<file path="config.mk">
export PLATFORM = sky130hd
export DESIGN_NAME = parking_occupancy_flat
export DESIGN_NICKNAME = d
export VERILOG_FILES = /design/src/rtl/parking_occupancy_pkg.sv /design/src/rtl/parking_occupancy_if.sv /design/src/rtl/parking_occupancy_pulse_rise.sv /design/src/rtl/parking_occupancy.sv /design/src/flat_wrapper.sv
export SDC_FILE = /design/constraint.sdc
export NUM_CORES = 1
export LEC_CHECK = 0
export CAP_MARGIN = 20
export CORE_MARGIN = 3
export CORE_UTILIZATION = 52
export DETAILED_ROUTE_END_ITERATION = 16
export PLACE_DENSITY = 0.8
export SLEW_MARGIN = 20
export SYNTH_ARGS = -nofsm -noshare
export SYNTH_HDL_FRONTEND = slang
export SYNTH_SLANG_ARGS = --single-unit
</file>
<file path="constraint.sdc">
create_clock -name clk -period 5.3 [get_ports clk]
set_clock_uncertainty 0.2 [all_clocks]
set_input_delay 0.53 -clock clk [delete_from_list [all_inputs] [get_ports clk]]
set_output_delay 0.53 -clock clk [all_outputs]
set_load 0.005 [all_outputs]
</file>
<file path="src/rtl/parking_occupancy_pkg.sv">
// parking_pkg: shared gate FSM state type and default lot parameters
package parking_pkg;
  localparam int DEF_CAPACITY = 16;
  localparam int DEF_GATE_TIMEOUT = 8;
  typedef enum logic [1:0] {CLOSED = 2'b00, OPEN = 2'b01, HOLD = 2'b10} gate_state_t;
endpackage

</file>
<file path="src/rtl/parking_occupancy_if.sv">
// parking_occupancy_if: sensor/request inputs (car_in, car_out, gate_req, clr_err) and occupancy/gate/error outputs
interface parking_occupancy_if import parking_pkg::*; #(parameter int CAPACITY = DEF_CAPACITY);
  localparam int CNT_W = $clog2(CAPACITY + 1);
  logic car_in, car_out, gate_req, clr_err;
  logic [CNT_W-1:0] count;
  logic full, empty, gate_open, denied, err_over, err_under;
  modport master(output car_in, car_out, gate_req, clr_err,
                 input count, full, empty, gate_open, denied, err_over, err_under);
  modport slave(input car_in, car_out, gate_req, clr_err,
                output count, full, empty, gate_open, denied, err_over, err_under);
endinterface

</file>
<file path="src/rtl/parking_occupancy_pulse_rise.sv">
// pulse_rise: one-flop rising-edge detector (clk, reset_n, d in; rise out)
module pulse_rise (
  input  logic clk,
  input  logic reset_n,
  input  logic d,
  output logic rise
);
  logic d_q;
  always_ff @(posedge clk or negedge reset_n)
    if (!reset_n) d_q <= 1'b0;
    else d_q <= d;
  assign rise = d & ~d_q;
endmodule

</file>
<file path="src/rtl/parking_occupancy.sv">
// parking_occupancy: saturating lot counter with sticky errors and entry-gate FSM (clk, reset_n, bus: parking_occupancy_if.slave)
module parking_occupancy import parking_pkg::*; #(
  parameter int CAPACITY = DEF_CAPACITY,
  parameter int GATE_TIMEOUT = DEF_GATE_TIMEOUT
) (
  input logic clk,
  input logic reset_n,
  parking_occupancy_if.slave bus
);
  localparam int CNT_W = $clog2(CAPACITY + 1);
  localparam int TMR_W = GATE_TIMEOUT > 1 ? $clog2(GATE_TIMEOUT) : 1;
  localparam logic [CNT_W-1:0] CAP = CNT_W'(CAPACITY);
  localparam logic [TMR_W-1:0] TMR_LOAD = TMR_W'(GATE_TIMEOUT - 1);
  logic in_ev, out_ev, inc, dec, over, under, err_over, err_under;
  logic [CNT_W-1:0] count;
  logic [TMR_W-1:0] timer;
  gate_state_t state;
  pulse_rise u_in (.clk, .reset_n, .d(bus.car_in), .rise(in_ev));
  pulse_rise u_out (.clk, .reset_n, .d(bus.car_out), .rise(out_ev));
  always_comb begin
    inc = in_ev & ~out_ev & (count != CAP);
    over = in_ev & ~out_ev & (count == CAP);
    dec = out_ev & ~in_ev & (count != '0);
    under = out_ev & ~in_ev & (count == '0);
  end
  always_ff @(posedge clk or negedge reset_n)
    if (!reset_n) begin
      count <= '0;
      err_over <= 1'b0;
      err_under <= 1'b0;
    end else begin
      count <= inc ? count + 1'b1 : dec ? count - 1'b1 : count;
      err_over <= over | (err_over & ~bus.clr_err);
      err_under <= under | (err_under & ~bus.clr_err);
    end
  always_ff @(posedge clk or negedge reset_n)
    if (!reset_n) begin
      state <= CLOSED;
      timer <= '0;
    end else begin
      case (state)
        CLOSED:
          if (bus.gate_req & ~bus.full) begin
            state <= OPEN;
            timer <= TMR_LOAD;
          end else if (bus.gate_req) state <= HOLD;
        OPEN:
          if (in_ev || timer == '0) state <= HOLD;
          else timer <= timer - 1'b1;
        HOLD: if (!bus.gate_req) state <= CLOSED;
        default: state <= CLOSED;
      endcase
    end
  assign bus.count = count;
  assign bus.full = count == CAP;
  assign bus.empty = count == '0;
  assign bus.gate_open = state == OPEN;
  assign bus.denied = (state == CLOSED) & bus.gate_req & bus.full;
  assign bus.err_over = err_over;
  assign bus.err_under = err_under;
endmodule

</file>
<file path="src/flat_wrapper.sv">
// flat-port wrapper written by rule: the top's interface ports become plain ports
module parking_occupancy_flat import parking_pkg::*;
#(
  parameter int CAPACITY = DEF_CAPACITY,
  parameter int GATE_TIMEOUT = DEF_GATE_TIMEOUT
)
  (clk, reset_n, bus_car_in, bus_car_out, bus_gate_req, bus_clr_err, bus_count, bus_full, bus_empty, bus_gate_open, bus_denied, bus_err_over, bus_err_under);
  parking_occupancy_if #(.CAPACITY(CAPACITY)) bus_i ();
  input logic clk;
  input logic reset_n;
  input wire logic [$bits(bus_i.car_in)-1:0] bus_car_in;
  input wire logic [$bits(bus_i.car_out)-1:0] bus_car_out;
  input wire logic [$bits(bus_i.gate_req)-1:0] bus_gate_req;
  input wire logic [$bits(bus_i.clr_err)-1:0] bus_clr_err;
  output wire logic [$bits(bus_i.count)-1:0] bus_count;
  output wire logic [$bits(bus_i.full)-1:0] bus_full;
  output wire logic [$bits(bus_i.empty)-1:0] bus_empty;
  output wire logic [$bits(bus_i.gate_open)-1:0] bus_gate_open;
  output wire logic [$bits(bus_i.denied)-1:0] bus_denied;
  output wire logic [$bits(bus_i.err_over)-1:0] bus_err_over;
  output wire logic [$bits(bus_i.err_under)-1:0] bus_err_under;
  assign bus_i.car_in = bus_car_in;
  assign bus_i.car_out = bus_car_out;
  assign bus_i.gate_req = bus_gate_req;
  assign bus_i.clr_err = bus_clr_err;
  assign bus_count = bus_i.count;
  assign bus_full = bus_i.full;
  assign bus_empty = bus_i.empty;
  assign bus_gate_open = bus_i.gate_open;
  assign bus_denied = bus_i.denied;
  assign bus_err_over = bus_i.err_over;
  assign bus_err_under = bus_i.err_under;
  parking_occupancy #(.CAPACITY(CAPACITY), .GATE_TIMEOUT(GATE_TIMEOUT)) u_core (.clk(clk), .reset_n(reset_n), .bus(bus_i));
endmodule
</file>
# Word-level counts from Yosys, hierarchy flattened
# Cells that the tools add are included.
totals:
  reg_bits: 14
  input_bits: 6
  elab_cells: 59
classes:
  n_addsub: 3
  n_eq_ne: 9
  n_mux: 10
  bitwise: 21
  n_reduce_logical: 9
op_table:
  columns: ["op", "count"]
  rows:
  - ["bitwise AND 1 bit", 13]
  - ["two-way mux 5 bit", 2]
  - ["two-way mux 2 bit", 4]
  - ["two-way mux 3 bit", 2]
  - ["inverter 1 bit", 6]
  - ["one-hot mux 2 bit (3 select lines)", 1]
  - ["one-hot mux 3 bit (2 select lines)", 1]
  - ["AND reduction 3 bit", 2]
  - ["adder 5 x 1 -> 5 bit (second input constant)", 1]
  - ["equality test 5 bit (second input constant)", 1]
  - ["zero test 5 bit", 1]
  - ["inequality test 5 bit (second input constant)", 1]
  - ["nonzero test 5 bit", 1]
  - ["subtractor 5 x 1 -> 5 bit (second input constant)", 1]
  - ["inequality test 2 x 1 -> 1 bit (second input constant)", 2]
  - ["inequality test 2 bit (second input constant)", 2]
  - ["nonzero test 2 bit", 2]
  - ["zero test 3 bit", 1]
  - ["inequality test 3 x 2 -> 1 bit (second input constant)", 1]
  - ["subtractor 3 x 1 -> 3 bit (second input constant)", 1]
  - ["equality test 2 x 1 -> 1 bit (second input constant)", 1]
  - ["equality test 2 bit (second input constant)", 1]
  - ["zero test 2 bit", 1]
  - ["bitwise OR 1 bit", 2]
  - ["logical OR 1 bit", 1]

# Longest topological paths before layout
# Gate-level depths: netlist of run 1.
logic_depth:
  ltp_word: 7
  depth_mapped: 9
  depth_no_buf: 9

# Hierarchy
# Synthesis of run 1 repeated with hierarchy kept, for this count alone.
unflattened:
  hier_cells: 96
  area_unflattened_um2: 939.7
modules_own_cells:
  columns: ["module", "instances", "cells_each", "area_each_um2", "seq_area_each_um2"]
  rows:
  - ["parking_occupancy", 1, 92, 862.1, 300.3]
  - ["pulse_rise", 2, 2, 38.8, 25.0]

# Worst setup path after synthesis of run 1
# OpenSTA, ideal clock, no wires.
synth_timing:
  path_kind: "reg-to-reg"
  from: "register u_core.count[1] (netlist: u_core.bus.count[1])"
  to: "register u_core.count[4] (netlist: u_core.bus.count[4])"
  setup_ps: 138
  arrival_ps: 1955
  t_required_ps: 4962
  setup_slack_ps: 3006
  path_stages_with_launch: 10
  period_less_slack_ps: 2294
  cell_sequence: "dfrtp_1 > nor4_2 > nand2_1 > nand2_1 > inv_1 > fa_1 > inv_1 > a21o_1 > a21oi_1 > mux4_2"
synth_via:
  elab_chain_cells: 3
  word_cells_on_any_way: 9
  classes_between: "add/sub: 2; eq/ne: 1; mux: 2; bitwise: 2; reduce/logical: 2"
synth_rtl:
  columns: ["element", "line_no", "text"]
  rows:
  - ["start, declared", "parking_occupancy.sv:15", "logic [CNT_W-1:0] count;"]
  - ["start signal, assigned", "parking_occupancy.sv:32", "count <= inc ? count + 1'b1 : dec ? count - 1'b1 : count;"]
  - ["subtractor 5 x 1 -> 5 bit, or another cell as far along", "parking_occupancy.sv:32", null]
  - ["two-way mux 5 bit, or another cell as far along", "parking_occupancy.sv:32", null]
  - ["two-way mux 5 bit or nonzero test 2 bit (tied branches)", null, null]
# Several ways; a longest one is shown, not always the timed one. The select of a mux whose other input is x is not followed.
# A chain may end at the register's enable or synchronous reset.

# Worst setup path after layout of run 1
layout_timing:
  from: "input bus_gate_req"
  to: "output bus_denied"
layout_via:
  elab_chain_cells: 2
layout_rtl:
  columns: ["element", "line_no", "text"]
  rows:
  - ["start, declared", "flat_wrapper.sv:13", "input wire logic [$bits(bus_i.gate_req)-1:0] bus_gate_req;"]
  - ["bitwise AND 1 bit (2 in a row)", "parking_occupancy.sv:58", "assign bus.denied = (state == CLOSED) & bus.gate_req & bus.full;"]
  - ["end, declared", "flat_wrapper.sv:19", "output wire logic [$bits(bus_i.denied)-1:0] bus_denied;"]
# No other way between the ends.

==> metrics.yaml, run 1 <==
run_status:
  status: "finished, final reports clean"
run:
  drv_cap: 0
layout:
  multi_input_comb_area_um2: 417.9
  syn2layout_area_growth_pct: 24.12
  fill_cells: 100
  layout_common_cells: "clkdlybuf4s50_1, dfrtp_1, inv_1"
  drive_gt1_frac: 0.1200
  layout_commonest_cell: "clkdlybuf4s50_1"
  num_antenna_cells: 0
  post-route-util: 0.7312
  area.sequential_um2: 350.3
  nets: 114
  layout.cells.non_filler: 115
sta:
  rsz0062_at_grt: "no"
  finalCritPeriodShare: 0.5300
  worst_slew_pin_slew_ns: 0.6320
  drv_slew: 0
  hold_violations: 0
  fmax_ghz: 0.3560
  relSlewSlack: 0.5773
  period_minus_slack_ns: 2.809
  finalSetupViolations: 0
  tns_ns: 0
pwr:
  p_leak_uw: 0.0004636
  p_clk_frac: 0.114
  power_frac_comb: 0.505
  p_sw_uw: 193.8
  worst_ir_drop_vdd_uv: 331.5
  powerDensity_nw_per_um2: 501.2
  switching_share: 0.3824
  seqPwrFrac: 0.381
  p_total_uw: 506.7
  p_int_uw: 312.9
clocking:
  h-tree-depth: 1
  cts.clk_slew.worst_paths_ns: 0.08
  numClockSinks: 14
  worstSkewPairLatency_ns: 0.28
  cts-root-buf: "clkbuf_4"
  cts_made_buffers: 3
  cts_resized: 0
  cts_setup_buffers: 0
  cts_tree: "done"
  hold_buffers: 0
  clockBufferDepth: 2
floorplan:
  start_util: 0.5891
  row_count: 13
  die_h_um: 45.58
  fp.coreArea_um2: 1383
  die_area_um2: 2077
  dieWidth_um: 45.58
  num_io_pins: 17
worst_setup_path:
  start_kind: "primary input"
  crit_fanout: 2
  timing.critical_path.mode_cell: "clkdlybuf4s50_1"
  worstPathCellList: "clkdlybuf4s50_1 > or3b_2 > nor2_1 > clkdlybuf4s50_1"
  critical_path_buf_inv_count: 2
  rr_worst_depth: 9
  cp_slowest_cell: "clkdlybuf4s50_1"
  arrival_ns: 2.08
  cp.required_ns: 4.57
  path_class: "in -> out"
  crit_family: "buffers and inverters"
  max_stage_delay_ns: 0.50
  crit_path_end_kind: "primary output"
  critical_path_depth: 4
yosys:
  avgSynthCellArea_um2: 9.933
  ys_types: 30
  synth_area_leaders: "dfrtp_1, ha_1, inv_1"
  yosysSeqAreaShare: 0.4301
  synth_area_um2: 814.5
  synth-seq-cells: 14
  synth_top_area_share: 0.4301
  synth_top_area_cell: "dfrtp_1"
  syn_inst: 82
  ys_warn_count: 0
  synth_nets: 94
route:
  wl_per_cell_um: 14.26
  wirelength_um: 1640
  viasPerCell: 5.809
  via_count: 668
  detail-route-antenna-nets: 0
  drt_first_pass_iters: 4
  drtIter0Drc: 8
  drc_errors: 0
global_routing:
  grt_first_pass_wirelength_um: 2780
  overflow: 0
  grt_pass1_vias: 673
  grt_start_max_net_pins: 15
  grtUsageTotal: 0.1903
  antenna_found_initial: 0
min_path:
  min_path_type: "reg -> reg"
  hold_depth: 1
placed_design:
  dp_hpwl_um: 1307
  place.gp.congestion: 0.7883
  dp_cells: 112
  io_buffer_count: 16
## through the flow
step | instance area (µm²) | setup slack [ns] | hold WS, ns
after floorplan | 814.5 | 3.006 | 0.03441
after global placement | 988.4 | 2.497 | 0.2466
after detailed placement | 988.4 | 2.471 | 0.2543
after CTS | 1011 | 2.489 | 0.2649
after global routing | 1011 | 2.465 | 0.3114
final | 1011 | 2.491 | 0.2671
## final timing paths
| check | to | slack, ns | start |
|---|---|---|---|
| max in group asynchronous | u_core.bus.count[3] | 4.05 | reset_n |
| worst max register to register | u_core.bus.count[4] | 2.78 | u_core.bus.count[1] |
| min in group asynchronous | u_core.bus.count[0] | 0.44 | reset_n |
| worst max-delay path | bus_denied | 2.49 | bus_gate_req |
| worst min-delay path | u_core.state[1] | 0.27 | u_core.state[0] |
| worst min register to register | u_core.state[1] | 0.27 | u_core.state[0] |
## per-layer routing
layer  track usage  up-vias  wire length [µm]
li1              -      323                 -
met1        0.2319      315               684
met2        0.3120       28               794
met3       0.07115        2               150
met4       0.05263        0                11
met5             0        -                 0
## power groups by stage
stage / Sequential, µW / Combinational, µW / Clock (µW)
4_1_cts: 193 / 258 / 60.7
3_3_place_gp: 193 / 245 / 0
3_5_place_dp: 195 / 258 / 0
6_report: 193 / 256 / 57.8
2_1_floorplan: 179 / 173 / 0
5_1_grt: 201 / 286 / 65.1
## worst reg2reg max path, stage by stage, from the launching register on
cell and delay [ns]:
dfrtp_1 0.45, nor4_2 0.40, nand2_1 0.18, nand2_1 0.17
inv_1 0.07, fa_1 0.41, inv_1 0.08, a21o_1 0.10
a21oi_1 0.06, mux4_2 0.27
## layout make-up
type,instances,share of cell area
Multi-Input combinational cell,56,0.4134
Tap cell,15,0.01856
Inverter,11,0.04084
Clock buffer,3,0.02228
Timing Repair Buffer,16,0.1584
Sequential cell,14,0.3465
## flip-flops by register name (all words and copies together), names as in the netlist
register              cells
u_core.bus.count          5
u_core.bus.err_over       1
u_core.bus.err_under      1
u_core.state              2
u_core.timer              3
u_core.u_in.d_q           1
u_core.u_out.d_q          1
## logic make-up after synthesis
| kind of cell | synth area share |
|---|---|
| fa+ha+maj | 0.1014 |
| mux | 0.02765 |
| simple gates | 0.1982 |
| compound gates | 0.1429 |
| xor+xnor | 0.04301 |
| buf+inv | 0.05683 |
| flops | 0.4301 |
## synth_stat cells
cell	n
dfrtp_1	14
inv_1	11
a21oi_1	7
nor2_1	6
ha_1	5
nand2_1	4
xnor2_1	4
nand2b_1	3
nor3_1	3
a211oi_1	2
nand3_1	2
o21ai_0	2
o22ai_1	2
a21o_1	1
and2b_1	1
buf_2	1
fa_1	1
mux4_2	1
nand2_2	1
nor2_4	1
nor2b_1	1
nor3_2	1
nor4_2	1
o211ai_1	1
o21bai_1	1
o22ai_2	1
o32ai_1	1
or2_2	1
or3b_2	1
or4_4	1
Power figures use the tool's default switching activity.
==> run 2, diff against run 1 <==
- CORE_UTILIZATION: 52 -> 44
- PLACE_DENSITY: 0.8 -> 0.72
- clock period: 5.3 -> 2.3 ns (I/O delays scaled with it)
==> metrics.yaml, run 2 (same netlist as run 1, synthesis figures left out) <==
route:
  via_count: 719
  drtIter0Drc: 12
  drc_errors: 0
  wl_per_cell_um: 12.25
  viasPerCell: 5.063
  wirelength_um: 1739
  drt_first_pass_iters: 4
  detail-route-antenna-nets: 0
floorplan:
  die_h_um: 49.03
  row_count: 14
  num_io_pins: 17
  die_area_um2: 2403
  fp.coreArea_um2: 1629
  start_util: 0.5000
  dieWidth_um: 49.03
clocking:
  worstSkewPairLatency_ns: 0.28
  cts_made_buffers: 3
  cts.clk_slew.worst_paths_ns: 0.09
  clockBufferDepth: 2
  h-tree-depth: 1
  cts-root-buf: "clkbuf_4"
  hold_buffers: 0
  cts_tree: "done"
  numClockSinks: 14
sta:
  hold_violations: 0
  relSlewSlack: 0.5913
  tns_ns: 0
  drv_slew: 0
  period_minus_slack_ns: 2.193
  finalCritPeriodShare: 0.9536
  fmax_ghz: 0.4560
  worst_slew_pin_slew_ns: 0.6111
  finalSetupViolations: 0
  rsz0062_at_grt: "no"
  timing.final.ws_setup_ns: 0.1068
pwr:
  p_leak_uw: 0.0005673
  switching_share: 0.3683
  powerDensity_nw_per_um2: 1168
  p_sw_uw: 513.4
  power_frac_comb: 0.585
  worst_ir_drop_vdd_uv: 765.8
  p_clk_frac: 0.127
  seqPwrFrac: 0.288
  p_int_uw: 880.7
worst_setup_path:
  r2r_end: "u_core.bus.count[4]"
  arrival_ns: 1.76
  worstReg2RegStart: "u_core.bus.count[2]"
  cp_slowest_cell: "or4_4"
  reg2reg_slack_ns: 0.14
  path_class: "reg -> out"
  crit_fanout: 4
  worstPathCellList: "buf_4 > or4_4 > nor2_4 > dlygate4sd2_1"
  cp.required_ns: 1.87
  crit_path_end_kind: "primary output"
  rr_worst_depth: 9
  start_kind: "register"
  max_stage_delay_ns: 0.56
global_routing:
  grt_first_pass_wirelength_um: 3194
  grt_pass1_vias: 698
  grtUsageTotal: 0.1684
  grt_start_max_net_pins: 15
  overflow: 0
  antenna_found_initial: 0
layout:
  nets: 131
  layout_commonest_cell: "buf_4"
  fill_cells: 116
  drive_gt1_frac: 0.3051
  num_antenna_cells: 0
  final_area_um2: 1194
  area.sequential_um2: 350.3
  syn2layout_area_growth_pct: 46.54
  layout.cells.non_filler: 142
  layout_common_cells: "buf_4, dfrtp_1, clkdlybuf4s50_1"
  largest_register_ffs: 5
  top_register: "u_core.bus.count"
  biggestRegsByFlops: "u_core.bus.count x5, u_core.timer x3, u_core.state x2"
  multi_input_comb_area_um2: 450.4
  post-route-util: 0.7327
run:
  drv_cap: 0
placed_design:
  detailedPlace.worstSlack_ns: -0.06015
  dp_cells: 134
  place_area_um2: 1097
  place.gp.congestion: 0.8320
  io_buffer_count: 16
  dp_hpwl_um: 1391
min_path:
  min_path_type: "in -> async"
run_status:
  status: "finished, final reports clean"
run 2: changes by cell type in the layout (fill, tap and decap cells not counted), moves of 2 or more:
cell	before	now
clkdlybuf4s50_1	16	13
nand2_1	4	2
buf_4	0	17
dlygate4sd2_1	0	2
run 2: power by group through the flow:
| stage | Clock, µW | Sequential, µW | Combinational, µW |
|---|---|---|---|
| floorplan | 0 | 413 | 399 |
| global placement | 0 | 388 | 739 |
| detailed placement | 0 | 393 | 761 |
| CTS | 181 | 399 | 780 |
| global route | 195 | 413 | 916 |
| finish | 177 | 402 | 816 |
run 2: metrics by stage:
step,total power [µW],hold WS (ns)
detailed placement,1154,0.2745
CTS,1360,0.1378
global placement,1127,0.2542
global route,1524,0.1540
finish,1394,0.1270
floorplan,812.5,-0.2656
run 2: per-layer routing:
layer | track usage | wire length (µm) | vias to the layer above | part of all wire
li1 | - | - | 360 | -
met1 | 0.2345 | 806 | 336 | 0.46
met2 | 0.2602 | 800 | 23 | 0.46
met3 | 0.05199 | 131 | 0 | 0.075
met4 | 0.02844 | 0 | 0 | 0
met5 | 0 | 0 | - | 0
run 2: how the worst max path moves through the flow:
stage,start,to,slack [ns],depth (start not counted)
2_1_floorplan,u_core.bus.count[1],u_core.bus.count[4],0.006,9
3_3_place_gp,bus_car_out,u_core.bus.count[4],0.0003,8
3_5_place_dp,bus_car_out,u_core.bus.count[4],-0.06,8
4_1_cts,u_core.bus.count[1],u_core.bus.count[4],0.03,9
5_1_grt,u_core.bus.count[2],bus_denied,0.01,6
6_report,u_core.bus.count[2],bus_empty,0.11,4
run 2: layout make-up:
cell class / instances / share of cell area
flip-flops and latches: 14 / 0.2935
multi-input cells: 56 / 0.3774
clock buffers: 4 / 0.03040
inverters: 11 / 0.03459
repair buffers: 33 / 0.2390
well taps: 24 / 0.02516
run 2: worst max-delay path, delay by kind of cell, from the launching register on:
kind | cells | cell delay, ns
simple gates | 2 | 0.67
flops | 1 | 0.41
buf+inv | 2 | 0.40
run 2: what timing repair did:
action,in CTS,in global routing
buffers inserted,2,2
gates resized for setup,4,8
pin swaps,1,2
setup endpoints to repair,4,3
